### src/rtl/zigzag_encryption_if.sv
// Character-stream bundle between a plaintext source and the zigzag encoder.
// The source drives characters and the rail count; the encoder returns
// busy plus the ciphertext stream.
interface zigzag_encryption_if #(
  parameter int D_WIDTH   = 8,
  parameter int KEY_WIDTH = 8
);
  logic [D_WIDTH-1:0]   data_i;
  logic                 valid_i;
  logic [KEY_WIDTH-1:0] key;
  logic                 busy;
  logic [D_WIDTH-1:0]   data_o;
  logic                 valid_o;

  modport master (
    output data_i, valid_i, key,
    input  busy, data_o, valid_o
  );

  modport slave (
    input  data_i, valid_i, key,
    output busy, data_o, valid_o
  );
endinterface

### src/rtl/zigzag_encryption.sv
// Rail-fence (zigzag) encoder. Characters are buffered in LOAD until the
// start token arrives, then re-emitted one per cycle in zigzag order:
// rail by rail, walking each rail with its alternating step pair.
module zigzag_encryption #(
  parameter int D_WIDTH                = 8,
  parameter int KEY_WIDTH              = 8,
  parameter int MAX_NOF_CHARS          = 50,
  parameter logic [D_WIDTH-1:0] START_ENCRYPTION_TOKEN = 8'hFA
) (
  input  logic clk_sys,
  input  logic rst_n,
  zigzag_encryption_if.slave bus
);

  // 16-bit index arithmetic: idx + 2*(k-1) cannot wrap even for k = 255.
  localparam int IW = 16;
  localparam int AW = (MAX_NOF_CHARS > 1) ? $clog2(MAX_NOF_CHARS) : 1;

  typedef enum logic {S_LOAD, S_EMIT} state_t;

  state_t               r_state, w_state_nxt;
  logic [D_WIDTH-1:0]   r_buf [MAX_NOF_CHARS];
  logic [IW-1:0]        r_count;
  logic [KEY_WIDTH-1:0] r_k;
  logic [IW-1:0]        r_rail;
  logic [IW-1:0]        r_idx;
  logic                 r_dir;   // middle rails: 0 -> next step is 2(k-1-r), 1 -> 2r
  logic                 r_done;  // last character sent; next edge returns to LOAD
  logic                 r_busy;
  logic                 r_valid_o;
  logic [D_WIDTH-1:0]   r_data_o;

  logic                 w_accept;
  logic                 w_start;
  logic                 w_emit;
  logic                 w_finish;
  logic [AW-1:0]        w_wr_addr;
  logic [IW-1:0]        w_k;
  logic [IW-1:0]        w_p;
  logic [IW-1:0]        w_step;
  logic [IW-1:0]        w_next_idx;
  logic [IW-1:0]        w_rail_inc;
  logic                 w_last_rail;
  logic                 w_is_token;

  assign bus.busy    = r_busy;
  assign bus.valid_o = r_valid_o;
  assign bus.data_o  = r_data_o;

  assign w_is_token = (bus.data_i == START_ENCRYPTION_TOKEN);
  assign w_k        = IW'(r_k);
  assign w_p        = (w_k - IW'(1)) << 1;
  assign w_rail_inc = r_rail + IW'(1);
  assign w_next_idx = r_idx + w_step;

  // Step to the next index on the current rail.
  always_comb begin
    w_step = IW'(1);
    if (w_k < IW'(2))
      w_step = IW'(1);
    else if (r_rail == '0 || r_rail == w_k - IW'(1))
      w_step = w_p;
    else if (r_dir)
      w_step = r_rail << 1;
    else
      w_step = (w_k - IW'(1) - r_rail) << 1;
  end

  // Last rail that still owns characters: out of rails, or rails beyond count are empty.
  assign w_last_rail = (w_k < IW'(2)) || (w_rail_inc == w_k) || (w_rail_inc >= r_count);

  // Next-state and per-cycle actions.
  always_comb begin
    w_state_nxt = r_state;
    w_accept    = 1'b0;
    w_start     = 1'b0;
    w_emit      = 1'b0;
    w_finish    = 1'b0;
    w_wr_addr   = r_count[AW-1:0];
    case (r_state)
      S_LOAD: begin
        if (bus.valid_i) begin
          if (w_is_token) begin
            if (r_count != '0) begin
              w_start     = 1'b1;
              w_state_nxt = S_EMIT;
            end
          end else if (r_count < IW'(MAX_NOF_CHARS)) begin
            w_accept = 1'b1;
          end
        end
      end
      S_EMIT: begin
        if (!r_done) begin
          w_emit = 1'b1;
        end else begin
          // Busy falls on this edge; a character arriving now opens the next message.
          w_finish    = 1'b1;
          w_state_nxt = S_LOAD;
          w_wr_addr   = '0;
          w_accept    = bus.valid_i && !w_is_token;
        end
      end
      default: w_state_nxt = S_LOAD;
    endcase
  end

  // Control and output registers.
  always_ff @(posedge clk_sys or negedge rst_n) begin
    if (!rst_n) begin
      r_state   <= S_LOAD;
      r_count   <= '0;
      r_k       <= '0;
      r_rail    <= '0;
      r_idx     <= '0;
      r_dir     <= 1'b0;
      r_done    <= 1'b0;
      r_busy    <= 1'b0;
      r_valid_o <= 1'b0;
      r_data_o  <= '0;
    end else begin
      r_state   <= w_state_nxt;
      r_valid_o <= w_emit;
      if (w_start) begin
        r_k    <= bus.key;
        r_rail <= '0;
        r_idx  <= '0;
        r_dir  <= 1'b0;
        r_done <= 1'b0;
        r_busy <= 1'b1;
      end
      if (w_emit) begin
        r_data_o <= r_buf[r_idx[AW-1:0]];
        if (w_next_idx < r_count) begin
          r_idx <= w_next_idx;
          r_dir <= ~r_dir;
        end else if (w_last_rail) begin
          r_done <= 1'b1;
        end else begin
          r_rail <= w_rail_inc;
          r_idx  <= w_rail_inc;
          r_dir  <= 1'b0;
        end
      end
      if (w_finish) begin
        r_busy  <= 1'b0;
        r_done  <= 1'b0;
        r_count <= w_accept ? IW'(1) : '0;
      end else if (w_accept) begin
        r_count <= r_count + IW'(1);
      end
    end
  end

  // Character buffer; contents need no reset.
  always_ff @(posedge clk_sys) begin
    if (w_accept)
      r_buf[w_wr_addr] <= bus.data_i;
  end

endmodule

### src/flat_wrapper.sv
// flat-port wrapper written by rule: the top's interface ports become plain ports
module zigzag_encryption_flat 
#(
  parameter int D_WIDTH                = 8,
  parameter int KEY_WIDTH              = 8,
  parameter int MAX_NOF_CHARS          = 50,
  parameter logic [D_WIDTH-1:0] START_ENCRYPTION_TOKEN = 8'hFA
)
  (clk_sys, rst_n, bus_data_i, bus_valid_i, bus_key, bus_busy, bus_data_o, bus_valid_o);
  zigzag_encryption_if #(.D_WIDTH(D_WIDTH), .KEY_WIDTH(KEY_WIDTH)) bus_i ();
  input  logic clk_sys;
  input  logic rst_n;
  input wire logic [$bits(bus_i.data_i)-1:0] bus_data_i;
  input wire logic [$bits(bus_i.valid_i)-1:0] bus_valid_i;
  input wire logic [$bits(bus_i.key)-1:0] bus_key;
  output wire logic [$bits(bus_i.busy)-1:0] bus_busy;
  output wire logic [$bits(bus_i.data_o)-1:0] bus_data_o;
  output wire logic [$bits(bus_i.valid_o)-1:0] bus_valid_o;
  assign bus_i.data_i = bus_data_i;
  assign bus_i.valid_i = bus_valid_i;
  assign bus_i.key = bus_key;
  assign bus_busy = bus_i.busy;
  assign bus_data_o = bus_i.data_o;
  assign bus_valid_o = bus_i.valid_o;
  zigzag_encryption #(.D_WIDTH(D_WIDTH), .KEY_WIDTH(KEY_WIDTH), .MAX_NOF_CHARS(MAX_NOF_CHARS), .START_ENCRYPTION_TOKEN(START_ENCRYPTION_TOKEN)) u_core (.clk_sys(clk_sys), .rst_n(rst_n), .bus(bus_i));
endmodule
### config.mk
export PLATFORM = sky130hd
export DESIGN_NAME = zigzag_encryption_flat
export DESIGN_NICKNAME = d
export VERILOG_FILES = /design/src/rtl/zigzag_encryption_if.sv /design/src/rtl/zigzag_encryption.sv /design/src/flat_wrapper.sv
export SDC_FILE = /design/constraint.sdc
export NUM_CORES = 1
export LEC_CHECK = 0
export CORE_MARGIN = 5
export CORE_UTILIZATION = 45
export CTS_CLUSTER_DIAMETER = 50
export DETAILED_ROUTE_END_ITERATION = 8
export PLACE_DENSITY = 0.61
export SETUP_SLACK_MARGIN = 0.5
export SYNTH_ARGS = -nofsm -noshare
export SYNTH_HDL_FRONTEND = slang
export SYNTH_SLANG_ARGS = --single-unit
### constraint.sdc
create_clock -name clk_sys -period 7.5 [get_ports clk_sys]
set_input_delay 1.5 -clock clk_sys [delete_from_list [all_inputs] [get_ports clk_sys]]
set_output_delay 1.5 -clock clk_sys [all_outputs]
set_load 0.05 [all_outputs]
---- Word-level counts from Yosys, hierarchy flattened ----
Memories as Yosys holds them, arrays and structs flattened. A register that Yosys moved wholly into a read port is not among the register bits.
Cells that the tools add are included.
W data, S select, Z words.
storage, ports and cells
  register bits after elaboration ......... 61
  memory bits (writable) .................. 400
  output and inout port bits .............. 10
  word-level logic and storage cells ...... 77
  memories ................................ 1
operators by class
  $add $sub $neg .......................... 5
  $lt $le $gt $ge ......................... 4
  eq/ne operators ......................... 3
  multiplexer cells ....................... 43
  bitwise gates (word level) .............. 2
  reductions and logical operators ........ 10
memory list
  name          depth  width  rd ports  clocked after Yosys merged registers in  write ports  line                     source
  u_core.r_buf  50     8      1         1                                        1            zigzag_encryption.sv:22  logic [D_WIDTH-1:0] r_buf [MAX_NOF_CHARS];
operators with widths
  operator                 number
  $mux W16                 13
  $add A16 B1 Y16 const B  2
  $mux W1                  26
  $add A16 B16 Y16         1
  $eq A16 B16 Y1           1
  $eq A16 B8 Y1            1
  $ge A16 B16 Y1           1
  $logic_not A16 Y1        1
  $lt A16 B16 Y1           1
  $lt A16 B6 Y1 const B    1
  $reduce_bool A16 Y1      1
  $sub A15 B15 Y15         1
  $mux W6                  2
  $sub A8 B1 Y9 const B    1
  $eq A8 B8 Y1 const B     1
  $lt A8 B2 Y1 const B     1
  $pmux W1 S2              2
  $reduce_bool A2 Y1       2
  $logic_or A1 B1 Y1       3
  $logic_not A1 Y1         2
  $not A1 Y1               2
  $logic_and A1 B1 Y1      1

---- Depth between registers and ports, before layout ----
  word-level depth ........................ 10
  mapped depth ............................ 34
  depth with buffers taken out ............ 32

---- Worst setup path after synthesis ----
No wires, ideal clock.
  path type ............................... register to register
  from .................................... register u_core.r_k[1]
  to ...................................... register u_core.r_idx[12]
  arrival ................................. 6406 ps
  setup slack ............................. 968 ps
  stages on the path, launching flop included .. 31
  buffers on the path ..................... 3
  period minus slack after synthesis ...... 6532 ps
  cell sequence ........................... dfrtp_1 > inv_1 > ha_1 > or2b_2 > nor4_1 > xor2_1 > ha_1 > nand4_1 > nor4_1 > a21o_1 > clkbuf_1 > a211oi_1 > a211oi_1 > ha_1 > a21o_1 > a21oi_1 > nand2b_1 > a21oi_1 > a311o_1 > a21o_1 > a21oi_1 > xnor2_1 > ha_1 > a21o_1 > a211oi_1 > o21a_1 > a21oi_1 > o21a_1 > buf_2 > buf_6 > a221o_1
on the way
  word-level cells in the longest chain between the ends .. 9
  elaborated cells between the ends (all ways) .. 16
ends and longest elaborated chain
  element                                             line                                                                       source
  from (decl)                                         zigzag_encryption.sv:24                                                    logic [KEY_WIDTH-1:0] r_k;
  from (signal assigned)                              zigzag_encryption.sv:125                                                   r_k <= bus.key;
  $sub A8 B1 Y9                                       zigzag_encryption.sv:52, zigzag_encryption.sv:61, zigzag_encryption.sv:66
  $sub A15 B15 Y15 or $eq A16 B16 Y1 (tied branches)  zigzag_encryption.sv:66, zigzag_encryption.sv:61
  $mux W16 or $logic_or A1 B1 Y1 (tied branches)      zigzag_encryption.sv:63, zigzag_encryption.sv:61
  $mux W16                                            zigzag_encryption.sv:61                                                    else if (r_rail == '0 || r_rail == w_k - IW'(1))
  $mux W16                                            zigzag_encryption.sv:59                                                    if (w_k < IW'(2))
  $add A16 B16 Y16                                    zigzag_encryption.sv:54                                                    assign w_next_idx = r_idx + w_step;
  $lt A16 B16 Y1                                      zigzag_encryption.sv:134                                                   if (w_next_idx < r_count) begin
  $mux W16 (*)                                        zigzag_encryption.sv:134
  $mux W16 (*)                                        zigzag_encryption.sv:132                                                   if (w_emit) begin
  to (signal assigned)                                zigzag_encryption.sv:135                                                   r_idx <= w_next_idx;
  to (signal assigned)                                zigzag_encryption.sv:141                                                   r_idx <= w_rail_inc;
  to (decl)                                           zigzag_encryption.sv:26                                                    logic [IW-1:0] r_idx;
Mark *: on every way between the ends. The rest lies on a longest branch, timed or not.
A chain may end at the register's enable or synchronous reset.

---- Worst setup path after layout ----
  from .................................... register u_core.r_k[6]
  to ...................................... register u_core.r_idx[13]
Same word-level chain as after synthesis.

==> reports/qor.yml <==
outcome: "completed"
io_pins: 29
ant_nets: 0
synthToLayoutAreaGrowth_pct: 12.84
post-route-period-util_pct: 88.69
avgSynthCellArea_um2: 15.78
placed_area_mm2: 0.02231
cp_max_fo: 17
finClkSkew_ns: 0.02188
critPathKind: "reg -> reg"
ys_seq_area_share_pct: 63.92
yosys-top-cells-area: "edfxtp_1, mux4_2, dfrtp_1, ha_1, nor2_1"
cp_slowest_stage_delay_ns: 0.60
dp.cells: 1954
fp.dieH_um: 228.5
slew_violations: 0
placementRows: 80
cp_top_family: "compound AO/OA/AOI/OAI gates"
drtIter0Drc: 1116
hpwlAfterDp_mm: 32.66
die_x_um: 228.5
root_buffer: "clkbuf_16"
rsz0062_at_grt: "false"
synth_warnings: 0
max_slew_margin_pct: 25.85
gp_congestion: 0.8408
fmax_ghz: 0.1503
syn_inst: 1362
initial_core_util_pct: 45.30
setup_violations: 0
p_leak_nw: 8.478
grt_usage_pct: 19.29
setup_tns_ns: 0
critPathBufInv: 4
fillCellCount: 3949
wl_mm: 51.01
ctsHoldBuffers: 0
via_per_inst: 5.883
first_pass_iters: 6
fin_cells: 2061
async_reset_ff_share_pct: 14.71
drcViolationCount: 0
io_buffers: 28
period_needed_ns: 6.652
critPathRequiredTime_ns: 7.96
cp-end-kind: "register"
synth_top_cell_by_area: "edfxtp_1"
grt_pass1_wl_mm: 77.10
min-delay-path-class: "reg -> reg"
design.die.area_mm2: 0.05223
overflow: 0
grt_start_max_net_pins: 70
cap_violations: 0
finalPower_w: 0.006767
worst_pin_slew_ns: 1.112
startpoint_type: "register"
cts_tree: "built"
cp_slowest_cell: "or4_4"
drive_gt1_share_pct: 20.61
synth_edf_count: 400
syn_nets: 1451
cts-htree-levels: 2
num_antenna_cells: 0
yosysTopAreaCellShare_pct: 55.89
finalNetCount: 1495
cts_buffers: 50
grt.met2_usage_pct: 30.93
grt_antenna_before_repair: 0
grt_pass1_vias: 12170
synth_cell_type_count: 74
synth_ff_type: "edfxtp_1"
synth-seq-cells: 469
grt.met1_usage_pct: 27.95
hold-worst-slack_ns: 0.4848
core_mm2: 0.04745
finalInstanceArea_mm2: 0.02425
clock-sinks: 469
grt_most_used_layer: "met2"
hold_violations: 0
crit_arrival_ns: 7.11
vias: 12130
irDropWorstVdd_v: 0.0002088
syn_area_mm2: 0.02149
grt_util_met3_pct: 3.540
clockBufferDepth: 3
wl_per_cell_um: 24.75
clk_pin_slew_worst_paths_ns: 0.06
cellPowerDensity_mw_per_mm2: 279.0
clock_latency_ns: 0.60
-- final timing paths --
path	startpoint	endpoint	slack, ns	cells after the start
min reg2reg	u_core.bus.busy$_DFFE_PN0P_	u_core.bus.busy$_DFFE_PN0P_	0.48	2
min in group asynchronous	rst_n	u_core.r_rail[11]$_DFF_PN0_	1.05	1
min	u_core.bus.busy$_DFFE_PN0P_	u_core.bus.busy$_DFFE_PN0P_	0.48	2
max	u_core.r_k[6]$_DFFE_PN0P_	u_core.r_idx[13]$_DFF_PN0_	0.85	27
max in group asynchronous	rst_n	u_core.r_idx[1]$_DFF_PN0_	5.74	1
max reg2reg	u_core.r_k[6]$_DFFE_PN0P_	u_core.r_idx[13]$_DFF_PN0_	0.85	27
-- layer usage --
| layer | up-vias | part of all wire [%] |
|---|---|---|
| met5 | - | 0 |
| met2 | 378 | 48 |
| met3 | 68 | 6.1 |
| li1 | 5426 | - |
| met1 | 6253 | 44 |
| met4 | 0 | 1.9 |
-- worst reg2reg max path, cell delays in order (launching register included) --
cell	delay [ns]
dfrtp_1	0.47
or4_4	0.60
nor3_4	0.21
buf_12	0.14
ha_1	0.25
nand4_1	0.18
nor4_2	0.35
buf_4	0.20
a21o_4	0.17
buf_2	0.19
a211oi_1	0.10
ha_1	0.33
buf_4	0.14
a21oi_2	0.06
nor2b_1	0.14
o21ai_0	0.10
a21o_1	0.23
o31ai_1	0.41
nor2_1	0.11
xnor2_1	0.25
ha_1	0.30
a21o_1	0.18
a21o_1	0.18
a211oi_2	0.26
o21a_2	0.23
a21oi_1	0.08
o21a_4	0.31
a221o_1	0.37
-- sequential cells by signal, summed over array words and instances (netlist names) --
signal              flops
u_core.r_count         16
u_core.r_done           1
u_core.r_k              8
u_core.r_state          1
u_core.bus.busy         1
u_core.r_buf          400
u_core.bus.data_o       8
u_core.r_rail          16
u_core.r_dir            1
u_core.bus.valid_o      1
u_core.r_idx           16
-- cell usage in the layout, fill, tap and decap left out, drive strengths merged, types with 4 or more instances in the layout --
cell / n
o2bb2ai: 5
nand3: 25
edfxtp: 400
a21o: 27
clkdlybuf4s50: 19
nor2b: 18
o21ai: 28
a221o: 15
or3: 4
clkinv: 20
ha: 68
buf: 43
a211oi: 17
a31oi: 7
mux2i: 4
mux2: 9
and3: 5
inv: 50
clkbuf: 68
nand2b: 9
nand2: 78
nand4: 21
nor2: 115
o21a: 5
bufinv: 4
dfrtp: 69
mux4: 128
xor2: 15
xnor2: 35
nor3b: 6
o21bai: 8
nor4: 14
a21oi: 46
nor3: 21
-- metrics by stage --
stage | utilization [%] | setup WS [ns]
4_1_cts | 50.63 | 0.5614
2_1_floorplan | - | 0.9680
3_5_place_dp | 47.03 | 0.1872
3_3_place_gp | 47.03 | 0.4204
6_report | 51.12 | 0.8479
5_1_grt | 51.12 | 0.4361
-- what timing repair did --
item	CTS	global route
endpoints found under the setup margin	33	33
endpoints found under the hold margin	0	0
pin swaps	0	12
gates cloned	0	1
setup buffers	1	13
gates resized for setup	9	21
-- final cells by class --
class                      instances  area, um^2  area share (%)
tap                              615       769.5           3.173
sequential                       469       13750           56.69
clock buffer                      67        1386           5.716
multi-input combinational        772        7340           30.26
timing repair buffer              63       544.3           2.244
inverter                          50       187.7          0.7738
clock inverter                    25       277.8           1.145
-- power breakdown --
group | switching, W | leakage [nW] | total (W) | internal (W)
sequential | 0.000146 | 4.48 | 0.00312 | 0.00297
combinational | 0.000706 | 3.18 | 0.00118 | 0.000469
clock | 0.00103 | 0.814 | 0.00247 | 0.00144
-- cell usage after synthesis, types with 9 or more instances --
cell type,instances
nand4_1,20
o21ai_0,26
nor2b_1,18
mux2_2,9
a21o_1,27
edfxtp_1,400
nand3_1,24
nor2_1,115
clkbuf_1,38
nor4_1,13
ha_1,68
nor3_1,19
a211oi_1,17
buf_2,19
xor2_1,15
a21oi_1,46
nand2_1,78
nand2b_1,9
xnor2_1,35
inv_1,49
a221o_1,15
mux4_2,128
dfrtp_1,69
-- cell families (layout without fill, tap and decap cells) --
group,Yosys count,in the layout,share of synthesized area [%]
AOI/OAI and AO/OA,178,178,5.711
xor gates and xnor gates,51,51,2.142
adders and majority gates,70,70,4.145
buffers and inverters,121,205,2.521
DFF,469,469,63.92
muxes,141,141,14.07
and+or+nand+nor,332,332,7.492
No activity file was read; power rests on OpenSTA's default activity.
